[src/rtl/mux_rr_arbiter.sv]
// -----------------------------------------------------------------------------
// mux_rr_arbiter
//
// Eight-way round-robin arbiter with a shared, burst-limited data mux.
// A grant is held while the granted requester keeps req high, up to MAX_BURST
// beats. The grant is released when req drops or when the last allowed beat is
// taken. On release the priority pointer moves one past the released requester.
// A new winner is then picked in the same cycle, so back-to-back grants have no
// idle cycle between them.
//
// Ports
//   clk    : single clock, rising edge
//   rst_n  : synchronous reset, active low
//   req    : [7:0] per-requester "beat available"
//   din    : [8*DW-1:0] requester data, requester i in bits [i*DW +: DW]
//   sel    : [2:0] registered index of current / last granted requester
//   gnt    : [7:0] registered one-hot grant, zero when idle
//   dout   : [DW-1:0] din slice selected by sel (always, including idle)
//   valid  : dout carries an accepted beat this cycle
// -----------------------------------------------------------------------------
module mux_rr_arbiter #(
    parameter int DW        = 8,
    parameter int MAX_BURST = 4
) (
    input  logic            clk,
    input  logic            rst_n,
    input  logic [7:0]      req,
    input  logic [8*DW-1:0] din,
    output logic [2:0]      sel,
    output logic [7:0]      gnt,
    output logic [DW-1:0]   dout,
    output logic            valid
);

    // Counter holds the number of beats already taken in the current grant.
    // It only ever reaches MAX_BURST-1 before the grant is released or renewed.
    localparam int            CW        = $clog2(MAX_BURST) + 1;
    localparam logic [CW-1:0] LAST_BEAT = CW'(MAX_BURST - 1);

    typedef enum logic {
        IDLE  = 1'b0,
        GRANT = 1'b1
    } state_t;

    state_t        state;
    state_t        state_nxt;
    logic [2:0]    ptr;
    logic [2:0]    ptr_nxt;
    logic [2:0]    sel_nxt;
    logic [7:0]    gnt_nxt;
    logic [CW-1:0] cnt;
    logic [CW-1:0] cnt_nxt;

    logic [2:0]    search_base;
    logic          found;
    logic [2:0]    winner;
    logic          burst_done;
    logic          release_now;

    // First set bit of r at index base, base+1, ... (mod 8).
    // The loop walks from the farthest offset down to offset 0, so the nearest
    // hit is the last one assigned and wins.
    function automatic logic [3:0] rr_pick(input logic [7:0] r, input logic [2:0] base);
        logic [3:0] res;
        logic [2:0] idx;
        res = 4'b0000;
        for (int i = 7; i >= 0; i--) begin
            idx = base + 3'(i);
            if (r[idx]) begin
                res = {1'b1, idx};
            end
        end
        return res;
    endfunction

    function automatic logic [7:0] onehot8(input logic [2:0] idx);
        return 8'b0000_0001 << idx;
    endfunction

    // Datapath output and beat qualifier are purely combinational.
    assign dout  = din[32'(sel) * DW +: DW];
    assign valid = (state == GRANT) && req[sel];

    assign burst_done  = valid && (cnt == LAST_BEAT);
    assign release_now = (state == GRANT) && (!req[sel] || burst_done);

    // While granting, the only time the search result is used is on release,
    // and then the search must already use the advanced pointer (sel + 1).
    assign search_base       = (state == GRANT) ? (sel + 3'd1) : ptr;
    assign {found, winner}   = rr_pick(req, search_base);

    always_comb begin
        state_nxt = state;
        sel_nxt   = sel;
        gnt_nxt   = gnt;
        ptr_nxt   = ptr;
        cnt_nxt   = cnt;

        case (state)
            IDLE: begin
                if (found) begin
                    state_nxt = GRANT;
                    sel_nxt   = winner;
                    gnt_nxt   = onehot8(winner);
                    cnt_nxt   = '0;
                end
            end

            GRANT: begin
                if (release_now) begin
                    ptr_nxt = sel + 3'd1;
                    cnt_nxt = '0;
                    if (found) begin
                        // Includes re-granting the same requester when it is
                        // the only one still asking.
                        sel_nxt = winner;
                        gnt_nxt = onehot8(winner);
                    end else begin
                        // sel keeps pointing at the last granted requester.
                        state_nxt = IDLE;
                        gnt_nxt   = 8'h00;
                    end
                end else if (valid) begin
                    cnt_nxt = cnt + CW'(1);
                end
            end

            default: begin
                state_nxt = IDLE;
                gnt_nxt   = 8'h00;
            end
        endcase
    end

    always_ff @(posedge clk) begin
        if (!rst_n) begin
            state <= IDLE;
            sel   <= 3'd0;
            gnt   <= 8'h00;
            ptr   <= 3'd0;
            cnt   <= '0;
        end else begin
            state <= state_nxt;
            sel   <= sel_nxt;
            gnt   <= gnt_nxt;
            ptr   <= ptr_nxt;
            cnt   <= cnt_nxt;
        end
    end

endmodule

[config.mk]
export PLATFORM = sky130hd
export DESIGN_NAME = mux_rr_arbiter
export DESIGN_NICKNAME = d
export VERILOG_FILES = /design/src/rtl/mux_rr_arbiter.sv
export SDC_FILE = /design/constraint.sdc
export NUM_CORES = 1
export LEC_CHECK = 0
export CORE_MARGIN = 2
export CORE_UTILIZATION = 45
export CTS_CLUSTER_SIZE = 25
export DETAILED_ROUTE_END_ITERATION = 8
export PLACE_DENSITY = 0.84
export SLEW_MARGIN = 40
export SYNTH_ARGS = -nofsm -noshare
export SYNTH_HDL_FRONTEND = slang
export SYNTH_SLANG_ARGS = --single-unit
[constraint.sdc]
create_clock -name clk -period 3.6 [get_ports clk]
set_input_delay 0.72 -clock clk [delete_from_list [all_inputs] [get_ports clk]]
set_output_delay 0.72 -clock clk [all_outputs]
set_load 0.01 [all_outputs]
== Yosys cells after proc, flatten, opt, wreduce, memory -nomap -nowiden ==
Index checks and enable logic that the tools add are counted.

* Bitwise gates (word level): 1
* $add $sub $neg: 9
* Equality and inequality tests: 4
* Reductions and logical operators: 8
* Magnitude comparators: 9
* Multiplexer cells: 41
* Shifts and indexed selects: 2

{| class="wikitable"
|+ Operator list
! cell !! count
|-
| $shiftx 64x7->8 || 1
|-
| $lt 3x4->1 const B || 9
|-
| $mux 4 || 8
|-
| $bmux 1 s3 || 9
|-
| $mux 8 || 3
|-
| $mux 3 || 6
|-
| $pmux 8 s2 || 1
|-
| $add 3x3->3 const B || 4
|-
| $pmux 3 s2 || 2
|-
| $mux 1 || 11
|-
| $add 3x1->3 const B || 3
|-
| $shl 1x3->8 const A || 1
|-
| $add 3x2->3 const B || 2
|-
| $reduce_and 2->1 || 3
|-
| $eq 3x2->1 const B || 1
|-
| $logic_and 1x1->1 || 3
|-
| $ne 3x2->1 const B || 1
|-
| $ne 2x1->1 const B || 1
|-
| $ne 2x2->1 const B || 1
|-
| $pmux 1 s2 || 1
|-
| $logic_not 1->1 || 1
|-
| $logic_or 1x1->1 || 1
|-
| $not 1->1 || 1
|}

* Input port bits: 74
* Register bits after elaboration: 18
* Output and inout port bits: 20
* Word-level logic and storage cells: 79

== Depth between registers and ports, before layout ==
* Depth in word-level cells: 17
* Depth in mapped cells: 14
* Gate-level depth less buffers: 12

== Least setup slack after synthesis ==
Ideal clock, no wire load.

* Kind: reg-to-reg
* From: register sel[0]
* To: register gnt[4]
* Setup slack: 0.316 ns
* Required time: 3.483 ns
* Data arrival time: 3.167 ns
* Stages on the path, launching flop included: 14
* Library setup time: 0.117 ns
* Clock period less this slack: 3.284 ns
* Buffers on the path: 1
* Cells stage by stage: dfxtp_1 -> ha_1 -> mux2_2 -> inv_1 -> buf_2 -> ha_1 -> inv_1 -> xnor2_4 -> mux2i_4 -> o21ai_2 -> or4_4 -> a21oi_4 -> inv_1 -> a32o_1

* Cells in the longest elaborated chain, start to end: 17
* Elaborated cells between the ends (all ways): 48
* Those cells by class: add/sub: 8; eq/ne: 2; shift: 1; mux: 31; reduce/logical: 6

{| class="wikitable"
|+ Ends and longest elaborated chain
! element !! RTL line !! source
|-
| from (decl) || 29 || <nowiki>output logic [2:0] sel,</nowiki>
|-
| from (signal assigned) || 144 || <nowiki>sel <= sel_nxt;</nowiki>
|-
| $add 3x1->3 || 89 || <nowiki>assign search_base = (state == GRANT) ? (sel + 3'd1) : ptr;</nowiki>
|-
| $mux 3 || 89 ||
|-
| $add 3x3->3 || 68 || <nowiki>idx = base + 3'(i);</nowiki>
|-
| $bmux 1 s3 || 69 || <nowiki>if (r[idx]) begin</nowiki>
|-
| $mux 1 (not written as such) || 69 ||
|-
| $mux 4 (8 in a row) || 69 ||
|-
| $shl 1x3->8 || 77 || <nowiki>return 8'b0000_0001 << idx;</nowiki>
|-
| $mux 8 || 113 || <nowiki>if (found) begin</nowiki>
|-
| $mux 8 || 110 || <nowiki>if (release_now) begin</nowiki>
|-
| $pmux 8 s2 || 99 || <nowiki>case (state)</nowiki>
|-
| to (signal assigned) || 145 || <nowiki>gnt <= gnt_nxt;</nowiki>
|-
| to (decl) || 30 || <nowiki>output logic [7:0] gnt,</nowiki>
|}

Several ways; a longest one is shown, not always the timed one. The select of a mux whose other input is x is not followed.
A chain may end at the register's enable or synchronous reset.

== Worst setup path in the final report ==
* From: input port req[6]
* To: output port valid

* Cells in the longest elaborated chain, start to end: 3

{| class="wikitable"
|+ Ends and longest elaborated chain
! element !! RTL line !! source
|-
| from (decl) || 27 || <nowiki>input logic [7:0] req,</nowiki>
|-
| $bmux 1 s3 || 82 || <nowiki>assign valid = (state == GRANT) && req[sel];</nowiki>
|-
| $mux 1 (not written as such) || 82 ||
|-
| $logic_and 1x1->1 || 82 ||
|-
| to (decl) || 32 || <nowiki>output logic valid</nowiki>
|}

No other way between the ends. The select of a mux whose other input is x is not followed.

==> results.txt <==
crit path capture type = output port
final number of setup-violating endpoints = 0
slowest stage delay, CP = 0.52 ns
global-route wire length before repair = 12620 µm
CTS tree = done
area share of the leading cell type in the synthesized netlist = 18.72%
hold wc startpoint = gnt[2]
crit path max fanout = 5
Final Hold Fails = 0
slowest library cell on the worst path = sky130_fd_sc_hd__clkdlybuf4s50_1
number of iterations in the first detailed-routing pass = 5
buffer and inverter count on the worst path = 2
number of enable-type register cells in the synthesized netlist = 0
final global-route overflow total = 0
final cell count without fillers = 422
Post-layout nets = 432
final worst slack = 0.1453 ns
RSZ-0062 raised after global routing = false
cell with the most instances after synthesis = sky130_fd_sc_hd__nand3_1
status = finished clean
vias in the first global route = 2527
setup total negative slack = 0 ns
clock sinks = 18
Worst Reg-to-Reg Cells = 12
number of ports placed on the die boundary = 94
number of nets with antenna violations after detailed routing = 0
setup slack, reg-to-reg = 0.17 ns
ratio of total power to cell area = 745.7 mW/mm²
CORE AREA = 0.005140 mm²
clock edge transition at the registers on the reported setup and hold paths = 0.07 ns
largest area contributor in the netlist = sky130_fd_sc_hd__mux4_2
final standard cell area without fillers = 0.003511 mm²
top cells by count, synth = 29 x sky130_fd_sc_hd__nand3_1, 20 x sky130_fd_sc_hd__mux4_2, 18 x sky130_fd_sc_hd__dfxtp_1
height of the chip = 77.12 µm
final WL = 7680 µm
via density per instance = 6.095
number of fill cells = 430
share of cells above drive strength 1 = 19.89%
Arr. time, crit path = 2.73 ns
most repeated library cell on the critical path = sky130_fd_sc_hd__clkdlybuf4s50_1
final-report max-slew violation count = 0
area enclosed by the die boundary = 0.005947 mm²
Post-Synthesis Cells = 255
Critical Setup Path Class = primary input to output port
hold slack final = 0.4658 ns
Req. time, crit path = 2.88 ns
number of DRC violations after detailed-routing iteration 0 = 234
Total Power = 2.618 mW
startpoint of the worst register-to-register path = sel[0]
H-tree depth reported by CTS = 1
clock buffer count from CTS = 3
post-route fraction of the period consumed by the critical path = 95.96%
die extent in x = 77.12 µm
pre-CTS setup slack = 0.1581 ns
number of unique standard cell types used by synthesis = 66
wire length per cell = 18.20 µm
summed instance area of the synthesized netlist = 0.002406 mm²
ys async rst share = 0%
number of inserted diodes = 0
final core utilization = 68.31%
FF-to-FF End = gnt[3]
top cells by area, synth = sky130_fd_sc_hd__mux4_2 19%, sky130_fd_sc_hd__dfxtp_1 15%, sky130_fd_sc_hd__nand3_1 6.0%
latest clock arrival within the worst-skew pair = 0.26 ns
number of buffers inserted for hold repair after clock tree synthesis = 0
Slew @ Worst Pin = 0.5440 ns
Layout Area Growth over Synthesis = 45.92%
antenna violations before repair = 0
gr usage total = 26.05%
pin count of the biggest net entering global routing = 25
yosys warns = 0
cell count after placement = 417
fmax = 289.5 MHz
fraction of the yosys area taken by sequential cells = 14.98%
total nets after synthesis = 334
post-detailed-placement half-perimeter wirelength = 6223 µm
clock period minus final worst setup slack = 3.455 ns
delay-heaviest family, CP = buffers and inverters
IR Drop Worst-Case VDD = 0.5156 mV
Post-DP Area = 0.003441 mm²
post-synthesis register bit count = 18
number of port buffers = 93
initial standard-cell utilization of the core = 46.81%
syn_area_per_cell = 9.436 µm²
relative slew slack = 63.35%
dominant synthesized flop cell = sky130_fd_sc_hd__dfxtp_1
maximum number of buffers from clock root to sink = 2
DR DRC count = 0
Leak = 1.291 nW
root buffer selected by CTS = sky130_fd_sc_hd__clkbuf_8
routability-driven placement congestion ratio = 0.9972
hold worst-path end = gnt[2]
Clock Skews = 0.0009537 ns
Cells on Worst Hold Path = 2
class of the most critical hold timing path = flop to flop
MaxCap Viol Count = 0
cell chain of the critical path = clkdlybuf4s50_1, mux4_2, mux2i_1, nor2_1, clkdlybuf4s50_1
total via count after detailed routing = 2572
number of placement rows = 26
CP Launch Type = primary input
-- how the worst max path moves through the flow --
stage	startpoint	endpoint	cells after the start
final	req[6]	valid	5
after global placement	sel[0]	gnt[3]	12
after CTS	sel[0]	gnt[3]	12
after global routing	sel[0]	gnt[3]	12
after detailed placement	sel[0]	gnt[3]	12
after floorplan	sel[0]	gnt[4]	13
-- cell type report --
type                       instances  area, µm²  share of cell area, %
multi-input combinational        214       1946                  55.42
timing repair buffer             104       1017                  28.97
inverter                          12      45.04                  1.283
clock buffer                       4      55.05                  1.568
sequential                        18      360.3                  10.26
tap                               70      87.58                  2.495
-- tightest hold or removal path, cell delays in order (launching register included) --
cell and delay [ns]:
sky130_fd_sc_hd__dfxtp_1 0.32, sky130_fd_sc_hd__inv_1 0.05, sky130_fd_sc_hd__o32ai_1 0.05
-- logic make-up after synthesis --
| kind of cell | synth area share, % |
|---|---|
| xor+xnor | 3.901 |
| buf+inv | 4.316 |
| compound gates | 20.75 |
| simple gates | 21.43 |
| mux | 32.03 |
| flops | 14.98 |
| fa+ha+maj | 2.600 |
-- report_power, final --
group	switching [mW]	total (mW)	internal, mW
Sequential	0.0326	0.277	0.244
Combinational	1.13	2.18	1.05
Clock	0.0686	0.166	0.0973
Total	1.23	2.62	1.39
-- flip-flops by register name (all words and copies together), names as in the netlist --
name / count
ptr: 3
sel: 3
state: 1
cnt: 3
gnt: 8
-- metal layers --
metal	part of all wire, %	vias to the layer above	track usage, %
met5	0	-	0
met4	1.8	0	6.964
met3	5.6	17	3.176
met2	49	117	43.48
met1	44	1243	35.59
li1	-	1195	-
-- repair_timing --
item,4_1_cts,5_1_grt
setup buffers,0,1
setup endpoints to repair,0,9
gates resized for setup,0,2
-- cells in the final DEF, fill, tap and decap left out, drive strengths merged, types with 5 or more instances in the layout --
cell type / instances
a21boi: 6
a21oi: 14
and2: 13
buf: 11
clkdlybuf4s50: 93
dfxtp: 18
ha: 5
inv: 12
mux2: 14
mux2i: 13
mux4: 20
nand2: 17
nand3: 29
nor2: 6
nor2b: 5
o21ai: 17
Power figures use the tool's default switching activity.
